==> src/rtl/spi_frame_pkg.sv <==
// -----------------------------------------------------------------------------
// spi_frame_pkg
// Shared constants for the SPI robot-control frame slave: command codes,
// payload lengths, PWM limits, FSM state encodings, LED register indices and
// the PWM clamp helper.
// -----------------------------------------------------------------------------
package spi_frame_pkg;

   localparam logic [7:0] CMD_MOTOR = 8'h01;
   localparam logic [7:0] CMD_LED   = 8'h02;

   // Address and command bytes precede every payload.
   localparam logic [2:0] HDR_LEN   = 3'd2;
   localparam logic [2:0] LEN_MOTOR = 3'd2;
   localparam logic [2:0] LEN_LED   = 3'd4;

   localparam logic signed [7:0] PWM_MAX = 8'sd100;
   localparam logic signed [7:0] PWM_MIN = -8'sd100;

   typedef logic [2:0] state_t;
   localparam state_t ST_IDLE    = 3'd0;
   localparam state_t ST_ADDR    = 3'd1;
   localparam state_t ST_CMD     = 3'd2;
   localparam state_t ST_PAYLOAD = 3'd3;
   localparam state_t ST_IGNORE  = 3'd4;

   localparam logic [1:0] LED_EYE_LEFT   = 2'd0;
   localparam logic [1:0] LED_EYE_RGHT   = 2'd1;
   localparam logic [1:0] LED_BLINK_LEFT = 2'd2;
   localparam logic [1:0] LED_BLINK_RGHT = 2'd3;

   // Limit a signed PWM request to -100..100 (8'h80 lands on -100).
   function automatic logic signed [7:0] clamp_pwm(input logic signed [7:0] v);
      if (v > PWM_MAX)
         clamp_pwm = PWM_MAX;
      else if (v < PWM_MIN)
         clamp_pwm = PWM_MIN;
      else
         clamp_pwm = v;
   endfunction

endpackage

==> src/rtl/spi_slave_byte.sv <==
// -----------------------------------------------------------------------------
// spi_slave_byte
// Mode-0 SPI byte engine running in the system clock domain.
// Ports:
//   clk, rst            system clock, async active-high reset
//   sclk_i, mosi_i,     raw asynchronous SPI pins
//   spi_ss_n_i
//   tx_byte             byte to load: sampled on ss_fall (first byte out) and
//                       on byte_valid (byte for the next slot)
//   byte_valid          1-cycle pulse when the 8th bit of a byte is shifted in
//   rx_byte             completed byte, valid with byte_valid
//   ss_fall, ss_rise    1-cycle slave-select edge pulses
//   partial             bit counter is mid-byte
//   sel                 synchronized slave select (active high)
//   miso_bit            current MISO bit, 0 while deselected
// -----------------------------------------------------------------------------
module spi_slave_byte (
   input  logic       clk,
   input  logic       rst,
   input  logic       sclk_i,
   input  logic       mosi_i,
   input  logic       spi_ss_n_i,
   input  logic [7:0] tx_byte,
   output logic       byte_valid,
   output logic [7:0] rx_byte,
   output logic       ss_fall,
   output logic       ss_rise,
   output logic       partial,
   output logic       sel,
   output logic       miso_bit
);

   logic       sclk_meta_q, sclk_meta_d, sclk_sync_q, sclk_sync_d, sclk_prev_q, sclk_prev_d;
   logic       ss_meta_q, ss_meta_d, ss_sync_q, ss_sync_d, ss_prev_q, ss_prev_d;
   logic       mosi_meta_q, mosi_meta_d, mosi_sync_q, mosi_sync_d;
   logic [2:0] bit_cnt_q, bit_cnt_d;
   logic [7:0] rx_shift_q, rx_shift_d;
   logic [7:0] tx_shift_q, tx_shift_d;
   logic [7:0] tx_next_q, tx_next_d;
   logic       sclk_rise, sclk_fall;

   always_comb begin
      sclk_meta_d = sclk_i;
      sclk_sync_d = sclk_meta_q;
      sclk_prev_d = sclk_sync_q;
      ss_meta_d   = spi_ss_n_i;
      ss_sync_d   = ss_meta_q;
      ss_prev_d   = ss_sync_q;
      mosi_meta_d = mosi_i;
      mosi_sync_d = mosi_meta_q;

      sclk_rise = sclk_sync_q & ~sclk_prev_q;
      sclk_fall = ~sclk_sync_q & sclk_prev_q;
      ss_fall   = ~ss_sync_q & ss_prev_q;
      ss_rise   = ss_sync_q & ~ss_prev_q;
      sel       = ~ss_sync_q;
      partial   = (bit_cnt_q != 3'd0);
      miso_bit  = sel & tx_shift_q[7];

      // MOSI has the same synchronizer depth as SCLK, so it is aligned here.
      rx_byte    = {rx_shift_q[6:0], mosi_sync_q};
      byte_valid = sclk_rise & sel & (bit_cnt_q == 3'd7);

      bit_cnt_d  = bit_cnt_q;
      rx_shift_d = rx_shift_q;
      tx_shift_d = tx_shift_q;
      tx_next_d  = tx_next_q;

      if (ss_fall || ss_rise) begin
         bit_cnt_d = 3'd0;
      end else if (sclk_rise && sel) begin
         rx_shift_d = rx_byte;
         bit_cnt_d  = bit_cnt_q + 3'd1;
      end

      // A falling edge with the bit counter back at 0 follows the 8th rising
      // edge: that is where the next byte's MSB must appear.
      if (ss_fall)
         tx_shift_d = tx_byte;
      else if (sclk_fall && sel)
         tx_shift_d = (bit_cnt_q == 3'd0) ? tx_next_q : {tx_shift_q[6:0], 1'b0};

      if (byte_valid)
         tx_next_d = tx_byte;
   end

   always_ff @(posedge clk or posedge rst) begin
      if (rst) begin
         sclk_meta_q <= 1'b0;
         sclk_sync_q <= 1'b0;
         sclk_prev_q <= 1'b0;
         ss_meta_q   <= 1'b1;
         ss_sync_q   <= 1'b1;
         ss_prev_q   <= 1'b1;
         mosi_meta_q <= 1'b0;
         mosi_sync_q <= 1'b0;
         bit_cnt_q   <= 3'd0;
         rx_shift_q  <= 8'h00;
         tx_shift_q  <= 8'h00;
         tx_next_q   <= 8'h00;
      end else begin
         sclk_meta_q <= sclk_meta_d;
         sclk_sync_q <= sclk_sync_d;
         sclk_prev_q <= sclk_prev_d;
         ss_meta_q   <= ss_meta_d;
         ss_sync_q   <= ss_sync_d;
         ss_prev_q   <= ss_prev_d;
         mosi_meta_q <= mosi_meta_d;
         mosi_sync_q <= mosi_sync_d;
         bit_cnt_q   <= bit_cnt_d;
         rx_shift_q  <= rx_shift_d;
         tx_shift_q  <= tx_shift_d;
         tx_next_q   <= tx_next_d;
      end
   end

endmodule

==> src/rtl/spi_frame_slave.sv <==
// -----------------------------------------------------------------------------
// spi_frame_slave
// SPI mode-0 slave decoding addressed MOTOR / LED command frames. Registers
// update atomically when slave select rises after a well-formed frame; a
// watchdog zeroes the motor outputs if MOTOR frames stop arriving.
// Ports:
//   clk, rst                      system clock, async active-high reset
//   sclk_i, mosi_i, spi_ss_n_i    SPI pins from the master (asynchronous)
//   miso_o, miso_en_o             SPI data out and its drive enable
//   rpi_running_i                 master alive; 0 forces motor outputs to 0
//   motor_pwm_left_o/_rght_o      signed PWM, -100..100
//   led_*_rgb_o                   RGB registers, R[23:16] G[15:8] B[7:0]
//   frame_ok_o, frame_err_o       1-cycle accept / reject pulses
//   wdt_trip_o                    watchdog expired (level)
// -----------------------------------------------------------------------------
module spi_frame_slave
   import spi_frame_pkg::*;
#(
   parameter logic [7:0] DEV_ADDR   = 8'h08,
   parameter int         WDT_CYCLES = 12_000_000
) (
   input  logic        clk,
   input  logic        rst,
   input  logic        sclk_i,
   input  logic        mosi_i,
   input  logic        spi_ss_n_i,
   output logic        miso_o,
   output logic        miso_en_o,
   input  logic        rpi_running_i,
   output logic [7:0]  motor_pwm_left_o,
   output logic [7:0]  motor_pwm_rght_o,
   output logic [23:0] led_eye_left_rgb_o,
   output logic [23:0] led_eye_rght_rgb_o,
   output logic [23:0] led_blink_left_rgb_o,
   output logic [23:0] led_blink_rght_rgb_o,
   output logic        frame_ok_o,
   output logic        frame_err_o,
   output logic        wdt_trip_o
);

   localparam int              WDT_W   = $clog2(WDT_CYCLES + 1);
   localparam logic [WDT_W-1:0] WDT_MAX = WDT_W'(WDT_CYCLES);

   logic        byte_valid, ss_fall, ss_rise, partial, sel, miso_bit;
   logic [7:0]  rx_byte, tx_byte;

   state_t              state_q, state_d;
   logic [2:0]          byte_cnt_q, byte_cnt_d;
   logic [7:0]          fbuf_q [8];
   logic [7:0]          fbuf_d [8];
   logic [7:0]          ok_cnt_q, ok_cnt_d;
   logic signed [7:0]   pwm_left_q, pwm_left_d, pwm_rght_q, pwm_rght_d;
   logic [23:0]         led_q [4];
   logic [23:0]         led_d [4];
   logic                frame_ok_q, frame_ok_d, frame_err_q, frame_err_d;
   logic [WDT_W-1:0]    wdt_cnt_q, wdt_cnt_d;
   logic                is_motor, exact_len, idx_ok, motor_commit, motor_on;

   // tx_byte doubles as the first byte of a frame (accepted-frame count,
   // taken on ss_fall) and as the echo of the byte just received.
   assign tx_byte = byte_valid ? rx_byte : ok_cnt_q;

   spi_slave_byte u_byte (
      .clk        (clk),
      .rst        (rst),
      .sclk_i     (sclk_i),
      .mosi_i     (mosi_i),
      .spi_ss_n_i (spi_ss_n_i),
      .tx_byte    (tx_byte),
      .byte_valid (byte_valid),
      .rx_byte    (rx_byte),
      .ss_fall    (ss_fall),
      .ss_rise    (ss_rise),
      .partial    (partial),
      .sel        (sel),
      .miso_bit   (miso_bit)
   );

   always_comb begin
      state_d      = state_q;
      byte_cnt_d   = byte_cnt_q;
      fbuf_d       = fbuf_q;
      ok_cnt_d     = ok_cnt_q;
      pwm_left_d   = pwm_left_q;
      pwm_rght_d   = pwm_rght_q;
      led_d        = led_q;
      frame_ok_d   = 1'b0;
      frame_err_d  = 1'b0;
      motor_commit = 1'b0;

      // byte_cnt counts header bytes too, so lengths are offset by HDR_LEN.
      is_motor  = (fbuf_q[1] == CMD_MOTOR);
      exact_len = is_motor ? (byte_cnt_q == HDR_LEN + LEN_MOTOR)
                           : (byte_cnt_q == HDR_LEN + LEN_LED);
      idx_ok    = is_motor || (fbuf_q[2] <= 8'd3);

      if (ss_rise) begin
         state_d = ST_IDLE;
         if (state_q == ST_PAYLOAD && !partial && exact_len && idx_ok) begin
            frame_ok_d = 1'b1;
            ok_cnt_d   = ok_cnt_q + 8'd1;
            if (is_motor) begin
               pwm_left_d   = clamp_pwm(signed'(fbuf_q[2]));
               pwm_rght_d   = clamp_pwm(signed'(fbuf_q[3]));
               motor_commit = 1'b1;
            end else begin
               led_d[fbuf_q[2][1:0]] = {fbuf_q[3], fbuf_q[4], fbuf_q[5]};
            end
         end else if (state_q == ST_PAYLOAD || state_q == ST_CMD) begin
            frame_err_d = 1'b1;
         end
      end else if (ss_fall) begin
         state_d    = ST_ADDR;
         byte_cnt_d = 3'd0;
      end else if (byte_valid) begin
         fbuf_d[byte_cnt_q] = rx_byte;
         if (byte_cnt_q != 3'd7)
            byte_cnt_d = byte_cnt_q + 3'd1;
         case (state_q)
            ST_ADDR: state_d = (rx_byte == DEV_ADDR) ? ST_CMD : ST_IGNORE;
            ST_CMD:  state_d = (rx_byte == CMD_MOTOR || rx_byte == CMD_LED) ? ST_PAYLOAD : ST_IGNORE;
            default: state_d = state_q;
         endcase
      end

      // Clearing on commit also covers a commit landing on the expiry cycle.
      if (motor_commit)
         wdt_cnt_d = '0;
      else if (wdt_cnt_q == WDT_MAX)
         wdt_cnt_d = wdt_cnt_q;
      else
         wdt_cnt_d = wdt_cnt_q + WDT_W'(1);
   end

   always_ff @(posedge clk or posedge rst) begin
      if (rst) begin
         state_q     <= ST_IDLE;
         byte_cnt_q  <= 3'd0;
         for (int i = 0; i < 8; i++) fbuf_q[i] <= 8'h00;
         ok_cnt_q    <= 8'h00;
         pwm_left_q  <= 8'sd0;
         pwm_rght_q  <= 8'sd0;
         for (int i = 0; i < 4; i++) led_q[i] <= 24'h0;
         frame_ok_q  <= 1'b0;
         frame_err_q <= 1'b0;
         wdt_cnt_q   <= '0;
      end else begin
         state_q     <= state_d;
         byte_cnt_q  <= byte_cnt_d;
         fbuf_q      <= fbuf_d;
         ok_cnt_q    <= ok_cnt_d;
         pwm_left_q  <= pwm_left_d;
         pwm_rght_q  <= pwm_rght_d;
         led_q       <= led_d;
         frame_ok_q  <= frame_ok_d;
         frame_err_q <= frame_err_d;
         wdt_cnt_q   <= wdt_cnt_d;
      end
   end

   // Stored PWM values survive masking; only the outputs are forced to 0.
   assign wdt_trip_o       = (wdt_cnt_q == WDT_MAX);
   assign motor_on         = rpi_running_i & ~wdt_trip_o;
   assign motor_pwm_left_o = motor_on ? $unsigned(pwm_left_q) : 8'h00;
   assign motor_pwm_rght_o = motor_on ? $unsigned(pwm_rght_q) : 8'h00;

   assign led_eye_left_rgb_o   = led_q[LED_EYE_LEFT];
   assign led_eye_rght_rgb_o   = led_q[LED_EYE_RGHT];
   assign led_blink_left_rgb_o = led_q[LED_BLINK_LEFT];
   assign led_blink_rght_rgb_o = led_q[LED_BLINK_RGHT];

   assign frame_ok_o  = frame_ok_q;
   assign frame_err_o = frame_err_q;
   assign miso_o      = miso_bit;
   assign miso_en_o   = sel;

endmodule
==> config.mk <==
export PLATFORM = sky130hd
export DESIGN_NAME = spi_frame_slave
export DESIGN_NICKNAME = d
export VERILOG_FILES = /design/src/rtl/spi_frame_pkg.sv /design/src/rtl/spi_slave_byte.sv /design/src/rtl/spi_frame_slave.sv
export SDC_FILE = /design/constraint.sdc
export NUM_CORES = 1
export LEC_CHECK = 0
export CAP_MARGIN = 15
export CORE_MARGIN = 1
export CORE_UTILIZATION = 54
export DETAILED_ROUTE_END_ITERATION = 16
export PLACE_DENSITY = 0.78
export SYNTH_ARGS = -nofsm -noshare
export SYNTH_HDL_FRONTEND = slang
export SYNTH_SLANG_ARGS = --single-unit
==> constraint.sdc <==
create_clock -name clk -period 8.6 [get_ports clk]
set_clock_uncertainty 0.05 [all_clocks]
set_input_delay 1.72 -clock clk [delete_from_list [all_inputs] [get_ports clk]]
set_output_delay 1.72 -clock clk [all_outputs]
set_load 0.02 [all_outputs]
After elaboration in Yosys (flattened, before gate mapping)
Index checks and enable logic that the tools add are counted.
{"block": "op_classes", "addsub": 4, "magnitude_cmp": 9, "eq_ne": 13, "n_mux": 38, "bitwise": 19, "reduce_logical": 27}
{"cell": "$bwmux 96", "n": 1}
{"cell": "$mux 8", "n": 11}
{"cell": "$mux 24", "n": 3}
{"cell": "$bwmux 64", "n": 1}
{"cell": "$demux 24 s2", "n": 1}
{"cell": "$mux 3", "n": 10}
{"cell": "$add 24x1->24 const B", "n": 1}
{"cell": "$demux 8 s3", "n": 1}
{"cell": "$eq 24x24->1 const B", "n": 1}
{"cell": "$eq 8x1->1 const B", "n": 2}
{"cell": "$gt 8x8->1 const B", "n": 2}
{"cell": "$lt 8x8->1 const B", "n": 2}
{"cell": "$reduce_and 3->1", "n": 4}
{"cell": "$eq 3x3->1 const B", "n": 3}
{"cell": "$mux 1", "n": 9}
{"cell": "$not 1->1", "n": 9}
{"cell": "$add 8x1->8 const B", "n": 1}
{"cell": "$and 1x1->1", "n": 8}
{"cell": "$eq 8x2->1 const B", "n": 1}
{"cell": "$eq 8x4->1 const B", "n": 1}
{"cell": "$le 8x2->1 const B", "n": 1}
{"cell": "$reduce_bool 2->1", "n": 4}
{"cell": "$logic_and 1x1->1", "n": 7}
{"cell": "$add 3x1->3 const B", "n": 2}
{"cell": "17 further kinds", "n": 24}
{"block": "totals", "regBits": 250, "input_bits": 6, "output_inout_bits": 117, "wordCells": 142}

Depth between registers and ports, before layout
{"block": "logic_depth", "word_depth": 8, "mapped_depth": 9}

Hierarchy
From an unflattened synthesis, not the netlist that was laid out.
{"block": "hier_totals", "hier_cells": 745, "hier_area_um2": 9686.8}
{"mod": "spi_frame_slave", "n_inst": 1, "cells_each": 632, "area_per_inst_um2": 8215.4, "seq_area_each_um2": 4804.6}
{"mod": "spi_slave_byte", "n_inst": 1, "cells_each": 113, "area_per_inst_um2": 1471.4, "seq_area_each_um2": 854.6}

Worst setup path before layout
No wires, ideal clock.
{"block": "synth_timing", "path_type": "input -> output", "from": "input port rpi_running_i", "to": "output port motor_pwm_left_o[4]", "t_arrival_ns": 2.554, "t_required_ns": 6.830, "path_slack_ns": 4.276, "cell_stages": 3, "n_path_buf": 1, "path_cell_list": "a21boi_0 clkbuf_1 and2_1"}
{"block": "synth_between", "elab_chain_cells": 2}
{"element": "start, declared", "line_no": "spi_frame_slave.sv:29", "text": "input logic rpi_running_i,"}
{"element": "$and 1x1->1", "line_no": "spi_frame_slave.sv:163", "text": "assign motor_on = rpi_running_i & ~wdt_trip_o;"}
{"element": "$mux 8", "line_no": "spi_frame_slave.sv:164", "text": "assign motor_pwm_left_o = motor_on ? $unsigned(pwm_left_q) : 8'h00;"}
{"element": "end, declared", "line_no": "spi_frame_slave.sv:30", "text": "output logic [7:0] motor_pwm_left_o,"}
Every way passes these cells.

Final worst setup path
{"block": "layout_timing", "from": "input port rpi_running_i", "to": "output port motor_pwm_rght_o[1]"}
{"block": "layout_between", "elab_chain_cells": 2}
{"element": "$and 1x1->1", "line_no": "spi_frame_slave.sv:163"}
{"element": "$mux 8", "line_no": "spi_frame_slave.sv:165", "text": "assign motor_pwm_rght_o = motor_on ? $unsigned(pwm_rght_q) : 8'h00;"}
{"element": "end, declared", "line_no": "spi_frame_slave.sv:31", "text": "output logic [7:0] motor_pwm_rght_o,"}
Every way passes these cells.

==> parameters.txt <==
Parameter                              Value

GRT
  Global-route wire length before repair    around 35000 um
  Maximum number of pins on one net before global-route repair    121
  Met2 usage    between 30% and 40%
  Met1 Usage GRT    33.6%
  Met3 track demand over resource    3.22%
  Initial antenna violation count    0
  Via count of the first global-routing pass    around 6.4k
  Most crowded layer after global routing    met2
  Total routing usage reported by global routing    23.7%
  Residual overflow from global routing    0

Synthesis
  Post-Synth XOR/XNOR Area    1.87%
  Compound-Gate Fraction of Synth Area    6.39%
  Leading post-synthesis cells by instance count    dfrtp_1 (223), mux2_2 (124), nand2_1 (72)
  Simple logic cell fraction of the synthesized area    a little under an eighth
  Mean Syn Cell Area    12.6 um^2
  Main combinational cell family by area after synthesis    multiplexers
  Synthesis-stage register bit count    between 200 and 250
  Top FF cell, synth    dfrtp_1
  Synthesis warning total    0
  Most used standard cell by instance count after synthesis    dfrtp_1
  Portion of the post-synthesis area used by sequential elements    57.4%
  Area share of fa/ha/maj cells after synthesis    1.52%
  Share of synthesized area spent on multiplexers    17.9%
  Asr flop ratio synth    100%
  Mapped Nets    802
  Gate count of the mapped netlist    just under 800
  EDFF count, synth    0
  Number of unique standard cell types used by synthesis    65
  Area leader, netlist    dfrtp_1
  Top cells by area, synth    dfrtp_1 (57%), mux2_2 (14%), mux2_4 (3.0%)
  Post-synthesis cell area    roughly 9900 um^2
  Share of Yosys cell area claimed by the top area cell type    56.6%

Place
  Routability congestion estimate from global placement    between 0.8 and 0.9
  Buffers on Ports    122
  HPWL after detailed placement    13700 um

Min path
  End point of the most critical hold path    u_byte.mosi_sync_q$_DFF_PP0_
  Worst Hold Class    reg -> reg
  Critical hold path startpoint    u_byte.mosi_meta_q$_DFF_PP0_
  Hold depth    0

Power
  Worst voltage drop across the vdd grid    166 uV
  Total power density per cell area    ~180 nW/um^2
  Leakage    5.62 nW

Timing
  Highest achievable clock rate    around 180 MHz
  Post-route minimum period    5.45 ns
  Worst slew margin relative to its limit    24.4%
  Final period util    63.3%
  Final number of hold-violating endpoints    0
  Final sum of negative setup slack    0 ns
  Count of final max-slew check failures    0
  Unrepaired setup endpoints after global routing    false
  Actual transition at the worst max-transition pin    around 1.1 ns
  Setup violators final    0

Floorplanning
  Die Span X    between 100 and 150 um
  Rows    49
  Overall die area    18800 um^2
  Top-Level Pins    123
  Starting utilization of the core area    between 50% and 60%
  Vertical die dimension    137 um
  Area of the core region    17900 um^2

Clocking
  Resized Gates After CTS    0
  CTS H-tree lvls    1
  Setup Buffers After CTS    0
  Number of buffers between clock root and the deepest sink    3
  Num CTS Buffers    24
  Clock-pin slew of the registers on the worst-case setup and hold paths    0.06 ns
  Clock sinks    226
  CTS root buffer    clkbuf_16
  Skew-Pair Late Insertion Delay    0.51 ns
  Post-CTS Hold Fix Bufs    0
  CTS tree    yes

Detailed routing
  Number of detailed-routing iterations run before antenna repair    4
  Number of DRC markers in iteration 0    328
  Drt total wl    roughly 21000 um
  Vias    6473
  Detailed-route vias per instance    5.67
  DRC errors left    0
  Routed len/inst    roughly 19 um
  Post-detailed-route count of antenna-violating nets    0

Setup path
  Longest individual stage delay on the worst path    0.61 ns
  WS Path Type    in -> out
  Top Family by Delay on Critical Path    buffers and inverters
  Flop-to-flop setup slack    5.13 ns
  Worst path slowest cell    clkdlybuf4s50_1
  Capture instance of the worst register-to-register path    led_eye_left_rgb_o[9]$_DFFE_PP0P_
  Startpoint class of the critical path    input port
  Largest fanout of any net on the critical path    10
  Critical path endpoint category    output port
  Depth of the worst register-to-register path    6
  Sequence of cells on the critical path    clkdlybuf4s50_1 > a21boi_0 > buf_4 > and2_1 > clkdlybuf4s50_1
  Critical path buffer and inverter count    3
  Most numerous cell on the critical path    clkdlybuf4s50_1
  Endpoint arrival time on the critical path    about 3.7 ns
  Crit path launch    rpi_running_i
  Worst flop-to-flop path startpoint    u_byte.bit_cnt_q[0]$_DFFE_PP0P_
  Required time worst endpoint    approximately 6.8 ns

Finish
  Layout cell share with drive strength beyond 1    21.9%
  Antenna diodes    0
  Util after Layout    67.1%
  Signed area change from the synthesized netlist to the final layout    21.9%
  Net total in the final layout    915
  FILL cells    between 1k and 1.5k

Run status
  Result of the run    finished clean

Run
  Max cap viols    0
==> cell families (layout without fill, tap and decap cells) <==
logic type | count (synthesis) | count (layout)
AO/OA/AOI/OAI | 96 | 96
flip-flops | 226 | 226
AND/OR/NAND/NOR | 213 | 213
multiplexers | 150 | 150
buffers and inverters | 66 | 195
XOR/XNOR | 21 | 21
adder cells (fa/ha/maj) | 12 | 12
==> power breakdown <==
part	total, mW	internal, mW	leakage (nW)	switching (mW)
Combinational	0.0662	0.0229	2.13	0.0433
Sequential	1.11	1.08	3.10	0.0318
Clock	1.04	0.635	0.382	0.406
Total	2.22	1.74	5.62	0.481
==> per-layer routing <==
| metal | vias to the layer above | share of wire [%] |
|---|---|---|
| met5 | - | 0 |
| met3 | 30 | 4.4 |
| met4 | 0 | 1.6 |
| met1 | 3289 | 45 |
| li1 | 3019 | - |
| met2 | 135 | 49 |
==> placed cells by master, fill, tap and decap left out, drive strengths merged, types with 13 or more instances in the layout <==
cell / synthesis / final
dfrtp: 223 / 223
mux2: 148 / 148
clkdlybuf4s50: 0 / 122
nand2: 72 / 72
clkbuf: 33 / 38
o21ai: 30 / 30
inv: 23 / 23
nor2: 22 / 22
and2: 20 / 20
nand3: 18 / 18
a21oi: 15 / 15
or4: 13 / 13
==> flip-flops by register name, indices dropped and copies added, names as in the netlist, 3 cells and up <==
| register | cells |
|---|---|
| u_byte.tx_next_q | 8 |
| byte_cnt_q | 3 |
| led_eye_left_rgb_o | 24 |
| led_blink_rght_rgb_o | 24 |
| led_eye_rght_rgb_o | 24 |
| fbuf_q | 40 |
| state_q | 3 |
| wdt_cnt_q | 24 |
| u_byte.bit_cnt_q | 3 |
| pwm_rght_q | 8 |
| led_blink_left_rgb_o | 24 |
| pwm_left_q | 8 |
| ok_cnt_q | 8 |
| u_byte.rx_shift_q | 7 |
| u_byte.tx_shift_q | 8 |
==> stage by stage <==
| stage | cell area [um^2] | hold WS, ns | worst slack [ns] | total power, mW | std cells |
|---|---|---|---|---|---|
| floorplan | 9860 | 0.281 | 0.644 | 1.16 | 784 |
| global placement | 11200 | 0.284 | 3.14 | 1.19 | 1100 |
| detailed placement | 11200 | 0.287 | 3.10 | 1.19 | 1100 |
| CTS | 12000 | 0.300 | 3.10 | 2.23 | 1142 |
| global route | 12000 | 0.307 | 2.90 | 2.28 | 1142 |
| finish | 12000 | 0.304 | 3.15 | 2.22 | 1142 |
==> final cells by class <==
| class | instances | area (um^2) | share of cell area, % |
|---|---|---|---|
| multi-input combinational | 492 | 3890 | 32.4 |
| sequential | 226 | 5660 | 47.1 |
| inverter | 23 | 93.8 | 0.781 |
| clock inverter | 4 | 75.1 | 0.625 |
| clock buffer | 38 | 724 | 6.03 |
| timing repair buffer | 130 | 1280 | 10.7 |
| tap | 229 | 287 | 2.39 |
==> worst max-delay path by stage <==
stage                                     end  slack [ns]  cells after the start
floorplan           byte_cnt_q[0]$_DFFE_PP0P_        0.64                      1
global placement          motor_pwm_rght_o[1]        3.14                      5
detailed placement        motor_pwm_rght_o[1]        3.10                      5
CTS                       motor_pwm_rght_o[1]        3.10                      5
global route              motor_pwm_rght_o[1]        2.90                      5
finish                    motor_pwm_rght_o[1]        3.15                      5
No activity file was read; power rests on OpenSTA's default activity.
